<file path="config.mk">
export PLATFORM = sky130hd
export DESIGN_NAME = uart_tx_flat
export DESIGN_NICKNAME = d
export VERILOG_FILES = /design/src/rtl/uart_tx_if.sv /design/src/rtl/uart_tx.sv /design/src/flat_wrapper.sv
export SDC_FILE = /design/constraint.sdc
export NUM_CORES = 1
export LEC_CHECK = 0
export CAP_MARGIN = 15
export CELL_PAD_IN_SITES_DETAIL_PLACEMENT = 1
export CELL_PAD_IN_SITES_GLOBAL_PLACEMENT = 1
export CORE_AREA = 4 4 101 55
export DETAILED_ROUTE_END_ITERATION = 7
export DIE_AREA = 0 0 105 59
export HOLD_SLACK_MARGIN = 0.05
export PLACE_DENSITY = 0.71
export SYNTH_ARGS = -nofsm -noshare
export SYNTH_HDL_FRONTEND = slang
export SYNTH_SLANG_ARGS = --single-unit
</file>
<file path="constraint.sdc">
create_clock -name clk -period 4.82 [get_ports clk]
set_clock_uncertainty 0.1 [all_clocks]
set_input_delay 0.723 -clock clk [delete_from_list [all_inputs] [get_ports clk]]
set_output_delay 0.723 -clock clk [all_outputs]
set_load 0.02 [all_outputs]
</file>
<file path="src/rtl/uart_tx_if.sv">
// Byte handshake between a producer and the UART transmitter.
// The producer drives data/valid, the transmitter answers with ready.
interface uart_tx_if;
  logic [7:0] data_in;
  logic       in_valid;
  logic       in_ready;

  modport master (
    output data_in,
    output in_valid,
    input  in_ready
  );

  modport slave (
    input  data_in,
    input  in_valid,
    output in_ready
  );
endinterface

</file>
<file path="src/rtl/uart_tx.sv">
// 8N1 UART transmitter with a one-byte holding buffer.
// Frames run back to back whenever a byte is pending at stop-bit end.
module uart_tx #(
  parameter int F    = 8000000,
  parameter int BAUD = 115200
) (
  input  logic     clk,
  input  logic     rst,
  uart_tx_if.slave up,
  output logic     tx,
  output logic     busy
);

  localparam int C = F / BAUD;
  localparam int W = (C > 2) ? $clog2(C) : 1;
  localparam logic [W-1:0] LAST = W'(C - 1);

  if (C < 2) begin : g_bad_rate
    $error("uart_tx: F/BAUD must be at least 2");
  end

  typedef enum logic [1:0] {
    IDLE,
    START,
    DATA,
    STOP
  } state_t;

  state_t     state, state_n;
  logic [W-1:0] div, div_n;
  logic [2:0] idx, idx_n;
  logic [7:0] shift, shift_n;
  logic [7:0] hold, hold_n;
  logic       full, full_n;
  logic       tx_n;
  logic       accept;
  logic       wrap;

  assign up.in_ready = !full;
  assign accept      = up.in_valid && !full;
  assign wrap        = (div == LAST);
  assign busy        = (state != IDLE) || full;

  always_comb begin
    state_n = state;
    idx_n   = idx;
    shift_n = shift;
    hold_n  = hold;
    full_n  = full;
    unique case (state)
      IDLE: begin
        if (accept) begin
          state_n = START;
          shift_n = up.data_in;
        end
      end
      START: begin
        if (wrap) state_n = DATA;
      end
      DATA: begin
        if (wrap) begin
          shift_n = {1'b0, shift[7:1]};
          idx_n   = idx + 3'd1;
          if (idx == 3'd7) state_n = STOP;
        end
      end
      STOP: begin
        if (wrap) begin
          if (full) begin
            state_n = START;
            shift_n = hold;
            full_n  = 1'b0;
          end else if (accept) begin
            state_n = START;
            shift_n = up.data_in;
          end else begin
            state_n = IDLE;
          end
        end
      end
      default: state_n = IDLE;
    endcase

    // Mid-frame accepts park in the buffer; stop-end ones go straight out.
    if (accept && state != IDLE && !(state == STOP && wrap)) begin
      hold_n = up.data_in;
      full_n = 1'b1;
    end
  end

  always_comb begin
    div_n = div + W'(1);
    if (state == IDLE || wrap) div_n = '0;
  end

  always_comb begin
    tx_n = 1'b1;
    unique case (state_n)
      IDLE:    tx_n = 1'b1;
      START:   tx_n = 1'b0;
      DATA:    tx_n = shift_n[0];
      STOP:    tx_n = 1'b1;
      default: tx_n = 1'b1;
    endcase
  end

  always_ff @(posedge clk) begin
    if (rst) begin
      state <= IDLE;
      div   <= '0;
      idx   <= '0;
      shift <= '0;
      hold  <= '0;
      full  <= 1'b0;
      tx    <= 1'b1;
    end else begin
      state <= state_n;
      div   <= div_n;
      idx   <= idx_n;
      shift <= shift_n;
      hold  <= hold_n;
      full  <= full_n;
      tx    <= tx_n;
    end
  end

endmodule

</file>
<file path="src/flat_wrapper.sv">
// flat-port wrapper written by rule: the top's interface ports become plain ports
module uart_tx_flat 
#(
  parameter int F    = 8000000,
  parameter int BAUD = 115200
)
  (clk, rst, tx, busy, up_data_in, up_in_valid, up_in_ready);
  uart_tx_if up_i ();
  input  logic clk;
  input  logic rst;
  output logic tx;
  output logic busy;
  input wire logic [$bits(up_i.data_in)-1:0] up_data_in;
  input wire logic [$bits(up_i.in_valid)-1:0] up_in_valid;
  output wire logic [$bits(up_i.in_ready)-1:0] up_in_ready;
  assign up_i.data_in = up_data_in;
  assign up_i.in_valid = up_in_valid;
  assign up_in_ready = up_i.in_ready;
  uart_tx #(.F(F), .BAUD(BAUD)) u_core (.clk(clk), .rst(rst), .up(up_i), .tx(tx), .busy(busy));
endmodule
</file>
==> results.md, run 1 <==
- The wire length on met3 is around 240 um.
- The tree built by TritonCTS fans out to 30 sinks.
- The number of nets with antenna violations after routing is 0.
- The hold violation total from the final report was 0.
- In this run, distinct cell masters in the synthesized netlist total 41.
- After detailed routing, the average wire length per cell comes to 15.8 um.
- The tightest min-delay check is of the register to register type.
- The max-cap check violation count is 0.
- Of the synthesized area, sequential elements account for 0.360.
- The total congestion overflow after global routing is 0.
- The wire length on met2 is about 1500 um.
- On the worst path, the slowest cell contributes a delay of 710 ps.
- Sorting the synthesized cells by how often they occur yields dfxtp_1, o21ai_0, nor2_1.
- The area after detailed placement is roughly 1800 sq um.
- The via count of the first global-routing pass is 1,439.
- The floorplan step set the die height to 59 um.
- The final count of negative-setup-slack endpoints is 0.
- Prior to clock tree synthesis, the placed netlist has a worst setup slack of between 1500 and 2000 ps.
- The Yosys warning count is 0.
- The clock insertion delay at the later pin of the skew report is around 290 ps.
- Subtracting the final worst setup slack from the clock period gives 2750 ps.
- Setup repair after global routing left no endpoint under its margin.
- Sorting the synthesized cells by area gives the leading types as dfxtp_1, o21ai_0, mux2i_1, nor2_1, ha_1.
- The total nets after synthesis is 218.
- The proportion of netlist area held by the largest area contributor is 0.360.
- The placeable core area is 4730 sq um.
- In the global route stage, overall resource usage came out at 0.149.
- The congestion estimate from routability-driven global placement came to approximately 0.8.
- Data arrives at the worst endpoint at ~1900 ps.
- Of the cells placed in the final design, the portion with a size suffix greater than 1 is 0.0667.
- The post-detailed-route DRC marker count is 0.
- The type of destination of the critical path is an output port.
- The number of diodes added for antenna fixing is 0.
- The pin slew with the least headroom to its limit is 996 ps.
- In this run, synthesis produced a sequential element count of 30.
- The leakage power is approximately 0.74 nW.
- The average instance area after synthesis is between 8 and 9 sq um.
- Measured along the x axis, the die boundary spans 105 um.
- The number of vias per cell is 5.35.
- The HPWL after detailed placement is 3030 um.
- At the worst endpoint, the required time is 4000 ps.
- For this block, the initial DRC count from the detailed router was 69.
- The routed layout has 1,445 vias.
- The least setup slack across all paths after layout is about 2100 ps.
- In this run the power density over the cells is 301 nW/um^2.
- The run finished with clean final reports.
- The critical path's slowest cell is dfxtp_1.
- The post-synthesis instance total is 201.
- The cell sitting at the root of the clock tree is a clkbuf_8.
- The highest metal layer carrying signal wires in the routed design is met4.
- The routed design has about 4300 um of wire.
- The number of buffers added for setup after CTS is 0.
- The cell area that synthesis handed to floorplanning was 1670 sq um.
- The total clock buffers created by CTS is 5.
- The count of hold buffers inserted by post-cts repair is 0.
- The CTS H-tree depth is 2.
- The first global-routing pass estimated 7250 um of wire.
- Headroom to the max-slew limit came out at 0.334.
- The initial utilization of the core area, before any placement, comes to 0.353.
- For this run, asynchronously set or reset flops after synthesis account for 0.
- In this run, synthesis inferred 0 flip-flops with an integrated enable.
- The clock passes through at most 2 buffers.
- The setup TNS is 0 ps.
- dfxtp_1 is the most common cell in the netlist.
- At the end of the flow, the number of nets in the layout was 226.
- The area of the die is 6200 sq um.
- The pre-antenna-repair detailed-routing pass consisted of 4 iterations.
- The signal on the critical path passes through inv_1 -> nand2_1 -> clkdlybuf4s50_1.
- The library cell occupying the most area in the post-synthesis netlist is dfxtp_1.
- Across the VDD grid, the largest voltage drop is 0.106 mV.
- The clock slew at the register clock pins of the worst setup and hold paths is 70 ps.
- The final critical-path share of the clock period is 0.570.
- The standard-cell row count is 18.
- The area growth from synthesis to layout is 12.4%.
- The initial antenna violation count is 0.
- The number of max-slew violations in the final report is 0.
- Gates resized during post-CTS repair numbered 0.
- The detailed router put a total of 2450 um of wire on met1.
- The pin count of the biggest net entering global routing is 30.
- The number of ports placed on the die boundary is 14.
- Of all nets on the critical path, the largest fanout is 17.
- The kind of launch point of the worst setup path is a register.
- The maximum clock frequency is 364 MHz.
- The final cell area excluding filler cells is 1880 sq um.
- Port buffering added 13 buffers.
- TritonCTS built the clock tree.
- The most used flip-flop cell after synthesis is dfxtp_1.
- The tightest hold margin is 358 ps.
- The worst setup path is of the register to output port kind.
==> worst paths after layout <==
kind                                               start                       end  slack, ps  cells after the start
worst max-delay path            u_core.full$_SDFFE_PP0P_                      busy       2070                      3
worst min-delay path            u_core.div[0]$_SDFF_PP0_  u_core.div[0]$_SDFF_PP0_        360                      1
worst min register to register  u_core.div[0]$_SDFF_PP0_  u_core.div[0]$_SDFF_PP0_        360                      1
worst max register to register  u_core.div[4]$_SDFF_PP0_      u_core.tx$_SDFF_PP1_       2260                      8
==> stage by stage <==
stage               power, mW  utilization  instances
floorplan               0.332            -        201
global placement        0.356        0.378        262
detailed placement      0.357        0.378        262
CTS                     0.574        0.397        270
global route            0.592        0.397        270
finish                  0.566        0.397        270
==> placed cells by master, fill, tap and decap left out, drive strengths merged, types with 3 or more instances in the layout <==
cell           Yosys  final
nor3b              3      3
ha                 6      6
xnor2              5      5
dfxtp             30     30
a211oi             3      3
clkbuf             8      7
nand3             11     11
nor2              26     26
nand2             12     12
a221oi             5      5
inv               14     14
mux2i             10     10
o21ai             27     27
a21oi              6      6
clkdlybuf4s50      0     13
==> routing by layer <==
layer,vias to the layer above,global-route usage
li1,719,-
met1,693,0.229
met2,28,0.197
met3,5,0.0435
met4,0,0.0449
met5,-,0
==> power breakdown <==
| group | leakage, nW | internal (mW) | switching (mW) |
|---|---|---|---|
| Clock | 0.0482 | 0.115 | 0.0985 |
| Combinational | 0.449 | 0.0352 | 0.0474 |
| Sequential | 0.245 | 0.260 | 0.00964 |
| Total | 0.743 | 0.410 | 0.155 |
==> kinds of logic (layout without fill, tap and decap cells) <==
logic type | Yosys count | in the layout | share of synthesized area
xor gates and xnor gates | 7 | 7 | 0.0367
buffers and inverters | 28 | 37 | 0.0936
AOI/OAI and AO/OA | 54 | 54 | 0.213
DFF | 30 | 30 | 0.360
adders and majority gates | 6 | 6 | 0.0449
and+or+nand+nor | 66 | 66 | 0.193
muxes | 10 | 10 | 0.0599
==> worst max-delay path, delay by kind of cell, from the launching register on <==
family / cells / cell delay, ps
flops: 1 / 710
buf+inv: 2 / 800
simple gates: 1 / 120
==> flip-flops by register name (all words and copies together) (netlist names) <==
register and cells:
u_core.tx 1, u_core.idx 3, u_core.hold 8, u_core.full 1
u_core.shift 8, u_core.div 7, u_core.state 2
==> cell type report <==
class,instances,area (sq um)
clock inverters,1,5.00
repair buffers,15,145
clock buffers,7,86.3
inverters,14,52.6
flip-flops and latches,30,601
multi-input cells,143,913
fillers,579,2850
well taps,60,75.1
Note: power is estimated with default switching activity, not from simulation.
==> run 2: changes to the inputs <==
Settings changed: PLACE_DENSITY 0.71 to 0.74.
Clock period 4.82 ns to 2.35 ns, I/O delays scaled along.
==> results.md, run 2 (synthesized netlist as in run 1, its figures left out) <==
- The via count of the first global-routing pass was 1,435 (was 1,439).
- The area occupied by multi-input gates is 918 sq um (was 913 sq um).
- The switching share of total power came to 0.276 (was 0.275).
- The type of destination of the critical path is an output port (unchanged).
- The number of buffers added for setup after CTS came to 0 (unchanged).
- The per-cell routed wire length was 16.0 um (was 15.8 um).
- The number of buffer cells added on primary ports was 13 (unchanged).
- Status: complete, no violations (unchanged).
- The number of vias per cell was 5.33 (was 5.35).
- The design internal power is 852 uW (was 410 uW).
- The global-route total usage across every layer is 0.153 (was 0.149).
- Cells traversed along the worst timing path: nor2_1 -> nand2_1 -> clkdlybuf4s50_1 (was inv_1 -> nand2_1 -> clkdlybuf4s50_1).
- The CTS H-tree depth is 2 (unchanged).
- The final count of negative-setup-slack endpoints is 0 (unchanged).
- The number of diodes added for antenna fixing is 0 (unchanged).
- The pin count of the biggest net entering global routing is 13 (was 30).
- The register area is 601 sq um (unchanged).
- Largest registers: u_core.hold x8, u_core.shift x8, u_core.div x7 (unchanged).
- The max-cap check violation count is 0 (unchanged).
- The critical path's slowest cell is dfxtp_1 (unchanged).
- The final wirelength came to 4470 um (was 4270 um).
- The quantity of gates resized following cts is 0 (unchanged).
- The area growth from synthesis to layout came to 16.8% (was 12.4%).
- The number of nets with antenna violations after routing was 0 (unchanged).
- The HPWL after detailed placement came to 3280 um (was 3030 um).
- Most frequent cells in the layout: dfxtp_1, o21ai_0, nor2_1 (unchanged).
- The leakage power is 0.789 nW (was 0.743 nW).
- The maximum fanout along the worst path came to 11 (was 17).
- The total congestion overflow after global routing came to 0 (unchanged).
- The number of clock sinks is 30 (unchanged).
- The initial standard-cell utilization of the core is 0.353 (unchanged).
- The number of filler instances in the final layout is 578 (was 579).
- The net switching power figure is 324 uW (was 155 uW).
- The register-to-register path setup slack is 160 ps (was 2260 ps).
- The clock share of power is 0.373 (was 0.377).
- The tightest hold margin came to 359 ps (was 358 ps).
- The kind of launch point of the worst setup path is a register (unchanged).
- The first-pass iteration count of the detailed router came to 4 (unchanged).
- The floorplan die height is 59 um (unchanged).
- The count of hold buffers inserted by post-cts repair was 0 (unchanged).
- The delay of the slowest cell on the worst path came to 600 ps (was 710 ps).
- RSZ-0062 raised after global routing: no (unchanged).
- The number of nets in the final layout is 235 (was 226).
- The fraction of layout cells with a size suffix above 1 came to 0.110 (was 0.0667).
- The clock root buffer master is clkbuf_8 (unchanged).
- The arrival time reported for the critical path endpoint is 1790 ps (was 1920 ps).
- The worst vdd rail ir drop was 0.223 mV (was 0.106 mV).
- The part of the power in registers is 0.472 (was 0.477).
- Derived from the worst setup path, the maximum achievable clock frequency is between 400 and 500 MHz.
- The number of buffers on the longest clock path was 2 (unchanged).
- The class of the most critical hold timing path is register to register (unchanged).
- The clock insertion delay at the later pin of the skew report came to 290 ps (about the same).
- The clock slew at the register clock pins of the worst setup and hold paths is 60 ps (was 70 ps).
- The most common cell after layout, fill and taps aside is dfxtp_1 (unchanged).
- The pin slew with the least headroom to its limit was 730 ps (was 996 ps).
- The total clock buffers created by CTS is 5 (unchanged).
- The standard-cell row count is 18 (unchanged).
- The area of the die is 6200 sq um (unchanged).
- The number of max-slew violations in the final report is 0 (unchanged).
- The type of the worst setup path is register to output port (unchanged).
- The minimum period implied by the final worst setup slack is 2240 ps.
- The power density of the placed cells is 603 nW/um^2 (was 301 nW/um^2).
- The vias after detailed routing is 1,487 (was 1,445).
- The headroom to the max-slew limit was 0.512 (was 0.334).
- The placeable core area is 4730 sq um (unchanged).
- The routability congestion estimate is 0.813 (was 0.784).
- The hold violation total from the final report is 0 (unchanged).
- The iteration-0 DRC count of the detailed router came to 92 (was 69).
- The post-detailed-route DRC marker count is 0 (unchanged).
- The required time at the worst-slack endpoint is 1900 ps (was 4000 ps).
- The initial antenna violation count came to 0 (unchanged).
- The buffers plus inverters on the worst setup path came to 1 (was 2).
- Dividing the final minimum period by the clock period gives 0.955.
- The width of the die came to 105 um (unchanged).
- The setup TNS was 0 ps (unchanged).
- The first-pass GRT wire length is 7290 um (was 7250 um).
- The kind of cell adding the most delay to the critical path was flip-flops (was buffers and inverters).
- The number of ports placed on the die boundary is 14 (unchanged).
- The combinational share of power is 0.155 (was 0.146).
- The clock tree from TritonCTS is done (unchanged).
==> run 2: power groups by stage <==
stage          Combinational (mW)  Sequential (mW)  Clock (mW)
2_1_floorplan               0.124            0.557           0
3_3_place_gp                0.178            0.565           0
3_5_place_dp                0.181            0.566           0
4_1_cts                     0.182            0.555       0.452
5_1_grt                     0.203            0.558       0.486
6_report                    0.183            0.555       0.438
==> run 2: area by class of cell <==
class | count | area share
Multi-Input combinational cell | 143 | 0.471
Timing Repair Buffer | 24 | 0.109
Clock buffer | 7 | 0.0443
Sequential cell | 30 | 0.308
Tap cell | 60 | 0.0385
Inverter | 14 | 0.0269
Clock inverter | 1 | 0.00257
==> run 2: metrics by stage <==
stage               area, sq um  power, mW  utilization  setup slack (ps)  cells
floorplan                  1670      0.681            -               246    201
global placement           1850      0.743        0.392               135    271
detailed placement         1850      0.747        0.392              51.3    271
CTS                        1950       1.19        0.411               107    279
global route               1950       1.25        0.412              17.0    279
finish                     1950       1.18        0.412               106    279
==> run 2: per-layer routing <==
metal / global-route usage / wire length (um) / vias up
li1: - / - / 735
met1: 0.233 / 2470 / 708
met2: 0.199 / 1650 / 40
met3: 0.0490 / 321 / 4
met4: 0.0505 / 29 / 0
met5: 0 / 0 / -
==> run 2: worst paths after layout <==
kind                                                 start  depth (start not counted)                  endpoint
worst max-delay path            u_core.state[0]$_SDFF_PP0_                          3                      busy
worst min register to register    u_core.div[0]$_SDFF_PP0_                          1  u_core.div[0]$_SDFF_PP0_
worst max register to register    u_core.div[0]$_SDFF_PP0_                         10      u_core.tx$_SDFF_PP1_
worst min-delay path              u_core.div[0]$_SDFF_PP0_                          1  u_core.div[0]$_SDFF_PP0_
==> run 3: changes to the inputs <==
Settings changed: RECOVER_POWER set to 100.
==> results.md, run 3 (synthesized netlist as in run 1, its figures left out) <==
- The number of buffers on the longest clock path is 2 (unchanged).
- The leakage power is 0.779 nW (was 0.789 nW).
- RSZ-0062 raised after global routing: no (unchanged).
- The number of ports placed on the die boundary was 14 (unchanged).
- The tightest hold margin was 359 ps (about the same).
- The number of buffer cells added on primary ports is 13 (unchanged).
- The number of max-slew violations in the final report was 0 (unchanged).
- The area occupied by multi-input gates is 915 sq um (was 918 sq um).
- The total congestion overflow after global routing is 0 (unchanged).
- The number of buffers added for setup after CTS came to 0 (unchanged).
- The quantity of gates resized following cts is 0 (unchanged).
- The clock root buffer master is clkbuf_8 (unchanged).
- The minimum period implied by the final worst setup slack is 2230 ps (was 2240 ps).
- The required time at the worst-slack endpoint was 1900 ps (about the same).
- The final count of negative-setup-slack endpoints is 0 (unchanged).
- The global-route total usage across every layer is 0.153 (unchanged).
- The delay of the slowest cell on the worst path is 600 ps (about the same).
- The routability congestion estimate was 0.813 (unchanged).
- The standard-cell row count is 18 (unchanged).
- The iteration-0 DRC count of the detailed router is 108 (was 92).
- The clock slew at the register clock pins of the worst setup and hold paths is 60 ps (about the same).
- The headroom to the max-slew limit is 0.542 (was 0.512).
- The arrival time reported for the critical path endpoint came to 1780 ps (was 1790 ps).
- Most frequent cells in the layout: dfxtp_1, o21ai_0, nor2_1 (unchanged).
- The area growth from synthesis to layout is 16.3% (was 16.8%).
- The pin slew with the least headroom to its limit is 685 ps (was 730 ps).
- The count of hold buffers inserted by post-cts repair is 0 (unchanged).
- The least setup slack across all paths after layout is 117 ps (was 106 ps).
- The clock insertion delay at the later pin of the skew report was 290 ps (about the same).
- Status: complete, no violations (unchanged).
- The register area is 601 sq um (unchanged).
- The critical path's slowest cell is clkdlybuf4s50_1 (was dfxtp_1).
- The floorplan die height is 59 um (unchanged).
- The max-cap check violation count came to 0 (unchanged).
- The most common cell after layout, fill and taps aside is dfxtp_1 (unchanged).
- The width of the die was 105 um (unchanged).
- The pre-CTS setup slack is 51.3 ps (unchanged).
- Cells traversed along the worst timing path: nor2_1 -> nand2_1 -> clkdlybuf4s50_1 (unchanged).
- The type of destination of the critical path was an output port (unchanged).
- The power density of the placed cells is 605 nW/um^2 (was 603 nW/um^2).
- The area of the die is 6200 sq um (unchanged).
- The register-to-register path setup slack is 130 ps (was 160 ps).
- The initial antenna violation count is 0 (unchanged).
- The type of the worst setup path is register to output port (unchanged).
- The hold violation total from the final report is 0 (unchanged).
- The CTS H-tree depth is 2 (unchanged).
- The number of vias per cell came to 5.37 (was 5.33).
- The pin count of the biggest net entering global routing is 13 (unchanged).
- The first-pass iteration count of the detailed router was 5 (was 4).
- The setup TNS is 0 ps (unchanged).
- The number of clock sinks is 30 (unchanged).
- The number of nets with antenna violations after routing was 0 (unchanged).
- The number of filler instances in the final layout is 579 (was 578).
- The initial standard-cell utilization of the core is 0.353 (unchanged).
- The number of diodes added for antenna fixing is 0 (unchanged).
- The destination of the worst register-to-register timing path is u_core.hold[7]$_SDFFE_PP0P_ (was u_core.tx$_SDFF_PP1_).
- The destination of the critical timing path is busy (unchanged).
- The class of the most critical hold timing path is register to register (unchanged).
- The worst vdd rail ir drop is 0.224 mV (was 0.223 mV).
- The clock tree from TritonCTS is done (unchanged).
- The via count of the first global-routing pass is 1,435 (unchanged).
- The launch point of the critical path is u_core.state[0]$_SDFF_PP0_ (unchanged).
- The HPWL after detailed placement is 3280 um (unchanged).
- The fraction of layout cells with a size suffix above 1 is 0.100 (was 0.110).
- The final wirelength was 4450 um (was 4470 um).
- The maximum fanout along the worst path is 11 (unchanged).
- The vias after detailed routing was 1,499 (was 1,487).
- The per-cell routed wire length came to 15.9 um (was 16.0 um).
- The first-pass GRT wire length is 7290 um (unchanged).
- The final critical-path share of the clock period is 0.950 (was 0.955).
- The number of nets in the final layout came to 235 (unchanged).
- The depth of the worst register-to-register path is 4 (was 10).
- Largest registers: u_core.hold x8, u_core.shift x8, u_core.div x7 (unchanged).
- The kind of launch point of the worst setup path is a register (unchanged).
- The placeable core area is 4730 sq um (unchanged).
- The maximum clock frequency came to 448 MHz (was 446 MHz).
- The reg-to-reg critical path startpoint is u_core.div[4]$_SDFF_PP0_ (was u_core.div[0]$_SDFF_PP0_).
- The total clock buffers created by CTS is 5 (unchanged).
- The post-detailed-route DRC marker count is 0 (unchanged).
[run 3: changes by cell type in the layout (fill, tap and decap cells not counted)]
cell             delta
clkbuf_4            +1
or4b_1              +1
or4b_4              -1
clkdlybuf4s50_1     -2
buf_4               -2
dlygate4sd3_1       +2
clkbuf_1            +1
[run 3: worst max-delay path: cells and delay by family, from the launching register on]
family | cells | cell delay [ps]
DFF | 1 | 590
and+or+nand+nor | 2 | 300
buffers and inverters | 1 | 600
[run 3: routing by layer]
metal,routed length (um),GRT usage,vias up
li1,-,-,740
met1,2550,0.233,712
met2,1580,0.199,39
met3,270,0.0490,8
met4,46,0.0505,0
met5,0,0,-
[run 3: worst min path at each step]
stage	from	to	depth (start not counted)
after floorplan	u_core.div[0]$_SDFF_PP0_	u_core.div[0]$_SDFF_PP0_	1
after global placement	u_core.div[0]$_SDFF_PP0_	u_core.div[0]$_SDFF_PP0_	1
after detailed placement	u_core.div[0]$_SDFF_PP0_	u_core.div[0]$_SDFF_PP0_	1
after CTS	u_core.div[0]$_SDFF_PP0_	u_core.div[0]$_SDFF_PP0_	1
after global routing	u_core.div[0]$_SDFF_PP0_	u_core.div[0]$_SDFF_PP0_	1
final	u_core.div[0]$_SDFF_PP0_	u_core.div[0]$_SDFF_PP0_	1
[run 3: final cells by class]
class	instances	area share
Multi-Input combinational cell	143	0.471
Sequential cell	30	0.309
Timing Repair Buffer	24	0.108
Clock buffer	7	0.0444
Tap cell	60	0.0386
Inverter	14	0.0270
Clock inverter	1	0.00258
[run 3: power breakdown]
group	switching, mW	internal (mW)	total [mW]
clock	0.203	0.236	0.439
sequential	0.0211	0.534	0.555
combinational	0.100	0.0811	0.181
total	0.325	0.851	1.18
[run 3: metrics by stage]
| stage | power (mW) | util | instances | instance area [sq um] |
|---|---|---|---|---|
| after detailed placement | 0.747 | 0.392 | 271 | 1850 |
| after global placement | 0.743 | 0.392 | 271 | 1850 |
| after CTS | 1.19 | 0.411 | 279 | 1950 |
| after floorplan | 0.681 | - | 201 | 1670 |
| after global routing | 1.25 | 0.411 | 279 | 1940 |
| final | 1.18 | 0.411 | 279 | 1940 |
